--- config.mk ---
export PLATFORM = sky130hd
export DESIGN_NAME = seg7_scan_ctrl
export DESIGN_NICKNAME = d
export VERILOG_FILES = /design/src/rtl/seg7_scan_ctrl.sv
export SDC_FILE = /design/constraint.sdc
export NUM_CORES = 1
export LEC_CHECK = 0
export BUFFER_PORTS_ARGS = -buffer_cell sky130_fd_sc_hd__buf_2
export CORE_ASPECT_RATIO = 1.75
export CORE_MARGIN = 3
export CORE_UTILIZATION = 50
export CTS_CLUSTER_DIAMETER = 40
export DETAILED_ROUTE_END_ITERATION = 6
export GPL_TIMING_DRIVEN = 0
export HOLD_SLACK_MARGIN = 0.06
export PLACE_DENSITY = 0.77
export SLEW_MARGIN = 10
export SYNTH_ARGS = -nofsm -noshare
export SYNTH_HDL_FRONTEND = slang
export SYNTH_SLANG_ARGS = --single-unit
export TNS_END_PERCENT = 20
--- constraint.sdc ---
create_clock -name clk -period 2.8 [get_ports clk]
set_clock_uncertainty 0.05 [all_clocks]
set_input_delay 0.56 -clock clk [delete_from_list [all_inputs] [get_ports clk]]
set_output_delay 0.56 -clock clk [all_outputs]
set_load 0.1 [all_outputs]
--- src/rtl/seg7_scan_ctrl.sv ---
// Multiplexed common-anode 7-seg scan controller: one digit per DIV-cycle slot, BLANK-cycle blank at each slot start.
// Outputs are registered one cycle after (cnt, idx, shadow); new data is taken only at frame boundaries via load_req/load_ack.
module seg7_scan_ctrl #(
  parameter int NUM_DIGITS = 4,
  parameter int DIV        = 50000,
  parameter int BLANK      = 16
) (
  input  logic                    clk,
  input  logic                    rst_n,
  input  logic                    en,
  input  logic                    load_req,
  input  logic [4*NUM_DIGITS-1:0] data_in,
  input  logic [NUM_DIGITS-1:0]   dp_in,
  input  logic                    lz_suppress,
  output logic [3:0]              digit_code,
  output logic                    seg_blank,
  output logic [NUM_DIGITS-1:0]   an_n,
  output logic                    dp_n,
  output logic                    load_ack,
  output logic                    frame_done
);

  localparam int CW = $clog2(DIV);
  localparam int IW = (NUM_DIGITS > 1) ? $clog2(NUM_DIGITS) : 1;

  typedef enum logic {ST_BLANK, ST_ON} state_t;

  logic [CW-1:0]           cnt_q, cnt_d;
  logic [IW-1:0]           idx_q, idx_d;
  logic [4*NUM_DIGITS-1:0] shadow_q;
  logic [NUM_DIGITS-1:0]   shadow_dp_q;

  state_t                  state;
  logic                    last_cnt, last_idx, boundary, lit, zero_above, dp_cur;
  logic [NUM_DIGITS-1:0]   supp, an_d;
  logic [3:0]              code_d;

  // The slot phase is a pure function of the in-slot counter.
  assign state = (cnt_q < CW'(BLANK)) ? ST_BLANK : ST_ON;

  always_comb begin
    last_cnt   = (cnt_q == CW'(DIV - 1));
    last_idx   = (idx_q == IW'(NUM_DIGITS - 1));
    boundary   = en && last_cnt && last_idx;
    cnt_d      = cnt_q;
    idx_d      = idx_q;
    if (en) begin
      if (last_cnt) begin
        cnt_d = '0;
        idx_d = last_idx ? '0 : idx_q + 1'b1;
      end else begin
        cnt_d = cnt_q + 1'b1;
      end
    end

    // Walk from the most significant digit down so zero_above covers digits i..N-1.
    code_d     = 4'h0;
    dp_cur     = 1'b0;
    supp       = '0;
    zero_above = 1'b1;
    for (int i = NUM_DIGITS - 1; i >= 0; i--) begin
      zero_above = zero_above && (shadow_q[4*i +: 4] == 4'h0);
      if (i > 0) supp[i] = lz_suppress && zero_above;
      if (idx_q == IW'(i)) begin
        code_d = shadow_q[4*i +: 4];
        dp_cur = shadow_dp_q[i];
      end
    end

    lit = en && (state == ST_ON) && !supp[idx_q];
    for (int i = 0; i < NUM_DIGITS; i++) begin
      an_d[i] = !(lit && (idx_q == IW'(i)));
    end
  end

  always_ff @(posedge clk or negedge rst_n) begin
    if (!rst_n) begin
      cnt_q       <= '0;
      idx_q       <= '0;
      shadow_q    <= '0;
      shadow_dp_q <= '0;
      digit_code  <= 4'h0;
      seg_blank   <= 1'b1;
      an_n        <= '1;
      dp_n        <= 1'b1;
      load_ack    <= 1'b0;
      frame_done  <= 1'b0;
    end else begin
      cnt_q      <= cnt_d;
      idx_q      <= idx_d;
      digit_code <= code_d;
      seg_blank  <= !lit;
      an_n       <= an_d;
      dp_n       <= !(lit && dp_cur);
      frame_done <= boundary;
      load_ack   <= boundary && load_req;
      if (boundary && load_req) begin
        shadow_q    <= data_in;
        shadow_dp_q <= dp_in;
      end
    end
  end

endmodule

## After elaboration in Yosys (flattened, before gate mapping)

Cells that the tools add are included.

| storage, ports and cells | value |
|---|---|
| flip-flop bits (word level) | 50 |
| output and inout port bits | 12 |
| word-level logic and storage cells | 58 |

| cells by class | value |
|---|---|
| add/sub/neg operators | 2 |
| $lt $le $gt $ge | 2 |
| eq/ne operators | 4 |
| muxes and demuxes | 13 |
| reductions and logical operators | 27 |

Operator list:

| kind | count |
|---|---|
| 16-bit by 1-bit adder with 16-bit output, second input constant | 1 |
| 16-bit == test, second input constant | 1 |
| 16-bit by 5-bit < comparator with 1-bit output, second input constant | 1 |
| 16-bit two-way mux | 1 |
| 4-bit two-way mux | 4 |
| 1-bit logical AND | 15 |
| 4-bit zero test | 3 |
| 1-bit zero test | 7 |
| 1-bit two-way mux | 6 |
| 2-bit == test, second input constant | 2 |
| 2-bit by 3-bit < comparator with 1-bit output, second input constant | 1 |
| 2-bit by 1-bit adder with 2-bit output, second input constant | 1 |
| 1-bit binary-select mux with 2-bit select | 1 |
| 2-bit by 1-bit == test with 1-bit output, second input constant | 1 |
| 2-bit zero test | 1 |
| 2-bit two-way mux | 1 |
| 2-bit AND reduction | 1 |

## Logic depth before layout (Yosys ltp)

| logic depth | value |
|---|---|
| depth after elaboration | 10 |
| gate-level depth with buffers | 7 |
| depth with buffers taken out | 6 |

## Least setup slack after synthesis

Ideal clock, no wire load.

| path | value |
|---|---|
| path kind | flip-flop to flip-flop |
| start point | register cnt_q[11] |
| end point | register shadow_dp_q[0] |
| setup time | 125 ps |
| arrival time | 1873 ps |
| path slack | 752 ps |
| cell stages (with the launch flop) | 6 |
| buffers on the path | 1 |
| period minus slack after synthesis | 2048 ps |
| cell sequence | dfrtp_1 -> or4_4 -> nor3_2 -> nor3b_4 -> buf_6 -> mux2_4 |

| on the way | value |
|---|---|
| cells in the longest elaborated chain, start to end | 4 |

Ends and longest elaborated chain:

| item | RTL line | source |
|---|---|---|
| start: declaration | 28 | `logic [CW-1:0] cnt_q, cnt_d;` |
| start signal: assignment | 89 | `cnt_q <= cnt_d;` |
| 16-bit == test | 42 | `last_cnt = (cnt_q == CW'(DIV - 1));` |
| 1-bit logical AND (2 in a row) | 44 | `boundary = en && last_cnt && last_idx;` |
| 1-bit logical AND | 97 | `if (boundary && load_req) begin` |
| end signal: assignment | 99 | `shadow_dp_q <= dp_in;` |
| end: declaration | 31 | `logic [NUM_DIGITS-1:0] shadow_dp_q;` |

Every way passes these cells.
A chain may end at the register's enable or synchronous reset.

## Worst setup path after layout

| path | value |
|---|---|
| start point | register cnt_q[11] |
| end point | register shadow_dp_q[1] |

The elaborated chain is that of the path after synthesis.

==> impl_metrics.py <==
metrics = {
    "timing": {
        "final_max_slew_viol_count": 0,
        "min_period_ps": 2190,
        "rsz0062_at_grt": "false",
        "setup_viol": 0,
        "finalHoldViolations": 0,
        "max_freq_mhz": 457,
        "finalCritPeriodShare_pct": 78.2,
        "tightest_slew_ps": 1070,
        "tns_ps": 0,
        "relSlewSlack_pct": 28.6,
    },
    "clock_tree": {
        "htreeDepth": 2,
        "cts_buffers": 5,
        "cts_tree": "done",
        "cts-resized-gates": 0,
        "clk_latency_ps": 300,
        "clockBufferDepth": 2,
        "post_cts.repair.setup_buffers": 0,
        "cts.sinks": 50,
        "path_clk_slew_ps": 90,
        "hold_buffers": 0,
        "cts-root-buf": "clkbuf_8",
    },
    "global_routing": {
        "antenna_found_initial": 0,
        "grt_usage_pct": 17.8,
        "grt_start_max_net_pins": 51,
        "first_global_vias": 1704,
        "grt_overflow": 0,
        "grt_pass1_wl_mm": 7.78,
    },
    "floorplan": {
        "start_util_pct": 52.8,
        "rows": 32,
        "die_area_sq_um": 5680,
        "coreArea_sq_um": 4520,
        "die_y_um": 97.5,
        "fp.dieW_um": 58.3,
        "io_pins": 37,
    },
    "yosys": {
        "synth_xor_area_share_pct": 4.03,
        "syn_avg_cell_area_sq_um": 12.0,
        "synth-seq-area-share_pct": 52.6,
        "synth_nets": 229,
        "synthCells": 199,
        "synth-simple-area-share_pct": 18.3,
        "yosysWarnings": 0,
        "ys_types": 36,
        "syn_area_sq_um": 2390,
        "synth_top_family_by_area": "simple AND/OR/NAND/NOR gates",
        "synthAdderAreaFrac_pct": 2.62,
        "ys_ff_latch": 50,
        "synthMuxAreaShare_pct": 14.3,
        "synth_compound_area_share_pct": 5.39,
    },
    "placement": {
        "portBuffers": 36,
        "placed_area_sq_um": 2640,
        "hpwl_mm": 3.53,
        "routabilityCongestion": 0.883,
    },
    "drt": {
        "viasPerCell": 5.70,
        "route.detailed.drc": 0,
        "vias": 1675,
        "wirelength_mm": 4.73,
        "postRouteAntennaNets": 0,
        "drt_iter0_drc": 62,
        "dr.pass1.iters": 4,
        "avgRoutedWirePerCell_um": 16.1,
    },
    "hold_path": {
        "hold_path.class": "in2async",
    },
    "setup_path": {
        "crit_chain": "or4_4, nor3_2, nor3b_4, buf_6, mux2_4",
        "path_class": "reg2reg",
        "r2r_slack_ps": 610,
        "endpoint_kind": "flip-flop",
        "cp_slowest_cell": "or4_4",
        "worst-path-buf-inv": 1,
        "cp_max_fo": 10,
        "crit_family": "simple AND/OR/NAND/NOR gates",
        "crit_arrival_ps": 2330,
        "critPathMaxStageDelay_ps": 600,
        "critPathRequiredTime_ps": 2940,
        "start_kind": "flip-flop",
    },
    "final_layout": {
        "layout_commonest_cell": "dfrtp_1",
        "most-common-layout-cells": "dfrtp_1 (44), buf_2 (37), mux2_4 (20)",
        "drive_above_1_share_pct": 32.5,
        "fin_nets": 272,
        "area_delta_synth_final_pct": 14.8,
        "finalInstanceArea_sq_um": 2740,
        "diodes": 0,
    },
    "power_and_ir_drop": {
        "max-vdd-ir-drop_v": 0.000553,
        "power_leakage_nw": 1.28,
        "powerDensity_nw_per_um2": 574,
    },
    "status": {
        "status": "completed",
    },
    "run": {
        "maxCapViolCount": 0,
    },
}
## synthesized netlist by cell type
master | count | share of area [%]
nand2b_1 | 1 | 0.26
o31ai_1 | 6 | 1.9
buf_1 | 1 | 0.16
nor4_2 | 1 | 0.52
ha_1 | 5 | 2.6
or4_1 | 1 | 0.31
nand4_1 | 13 | 3.4
nor4_1 | 7 | 1.8
o41ai_1 | 1 | 0.37
mux2_4 | 20 | 13
clkbuf_1 | 4 | 0.63
inv_1 | 5 | 0.79
xnor2_1 | 9 | 3.3
o22ai_1 | 1 | 0.26
a21o_1 | 2 | 0.63
a221oi_1 | 5 | 1.8
nor2b_1 | 9 | 2.4
nor2_1 | 12 | 1.9
or4_4 | 1 | 0.47
nor3b_4 | 1 | 0.79
o21ai_0 | 2 | 0.42
xor2_1 | 2 | 0.73
mux2_1 | 1 | 0.47
and3_1 | 2 | 0.52
and3_2 | 1 | 0.31
nand3_1 | 7 | 1.5
mux2_2 | 1 | 0.47
dfrtp_1 | 44 | 46
nand2_1 | 18 | 2.8
buf_6 | 2 | 0.94
dfstp_2 | 6 | 6.6
nor3_1 | 3 | 0.63
nor3_2 | 1 | 0.42
mux2i_1 | 2 | 0.84
buf_2 | 1 | 0.21
or3_1 | 1 | 0.26
## cell families (layout without fill, tap and decap cells)
| logic type | Yosys count | count (layout) |
|---|---|---|
| DFF | 50 | 50 |
| muxes | 24 | 24 |
| and+or+nand+nor | 79 | 79 |
| AOI/OAI and AO/OA | 17 | 17 |
| adders and majority gates | 5 | 5 |
| xor gates and xnor gates | 11 | 11 |
| buffers and inverters | 13 | 57 |
## stage by stage
| stage | power (mW) | setup WS (ps) | hold WS (ps) | util (%) | std cells |
|---|---|---|---|---|---|
| finish | 1.58 | 610 | 397 | 60.6 | 294 |
| detailed placement | 1.10 | 622 | 421 | 58.2 | 286 |
| CTS | 1.59 | 612 | 426 | 60.6 | 294 |
| floorplan | 1.02 | 752 | 214 | - | 199 |
| global route | 1.65 | 541 | 423 | 60.6 | 294 |
| global placement | 1.09 | 659 | 420 | 58.2 | 286 |
## power by group
part | internal [mW] | switching (mW) | leakage, nW
logic | 0.0703 | 0.181 | 0.559
registers | 0.774 | 0.0550 | 0.668
clock network | 0.263 | 0.232 | 0.0579
## path summary, 6_finish.rpt
| kind | startpoint | to | cells past startpoint |
|---|---|---|---|
| max in group asynchronous | rst_n | cnt_q[2] | 1 |
| min | rst_n | shadow_dp_q[2] | 1 |
| min in group clk | dp_in[3] | shadow_dp_q[3] | 2 |
| min reg2reg | shadow_q[2] | digit_code[2] | 2 |
| max reg2reg | cnt_q[11] | shadow_dp_q[1] | 5 |
| max | cnt_q[11] | shadow_dp_q[1] | 5 |
## sequential cells by signal, summed over array words and instances, names as in the netlist
| register | count |
|---|---|
| cnt_q | 16 |
| shadow_q | 16 |
| an_n | 4 |
| digit_code | 4 |
| shadow_dp_q | 4 |
| idx_q | 2 |
| dp_n | 1 |
| frame_done | 1 |
| load_ack | 1 |
| seg_blank | 1 |
## routing by layer
metal | part of all wire (%) | GRT usage [%] | routed length, um | vias to the layer above
li1 | - | - | - | 802
met5 | 0 | 0 | 0 | -
met1 | 39 | 19.9 | 1830 | 810
met2 | 54 | 31.4 | 2530 | 52
met3 | 4.8 | 3.72 | 225 | 11
met4 | 2.9 | 7.32 | 136 | 0
## layout make-up
| cell class | instances | area [sq um] |
|---|---|---|
| clock inverter | 3 | 40.0 |
| tap | 51 | 63.8 |
| inverter | 5 | 18.8 |
| fill | 373 | 1780 |
| multi-input combinational | 136 | 1070 |
| buffer | 8 | 46.3 |
| clock buffer | 5 | 68.8 |
| timing repair buffer | 36 | 180 |
| sequential | 50 | 1260 |
Note: power is estimated with default switching activity, not from simulation.
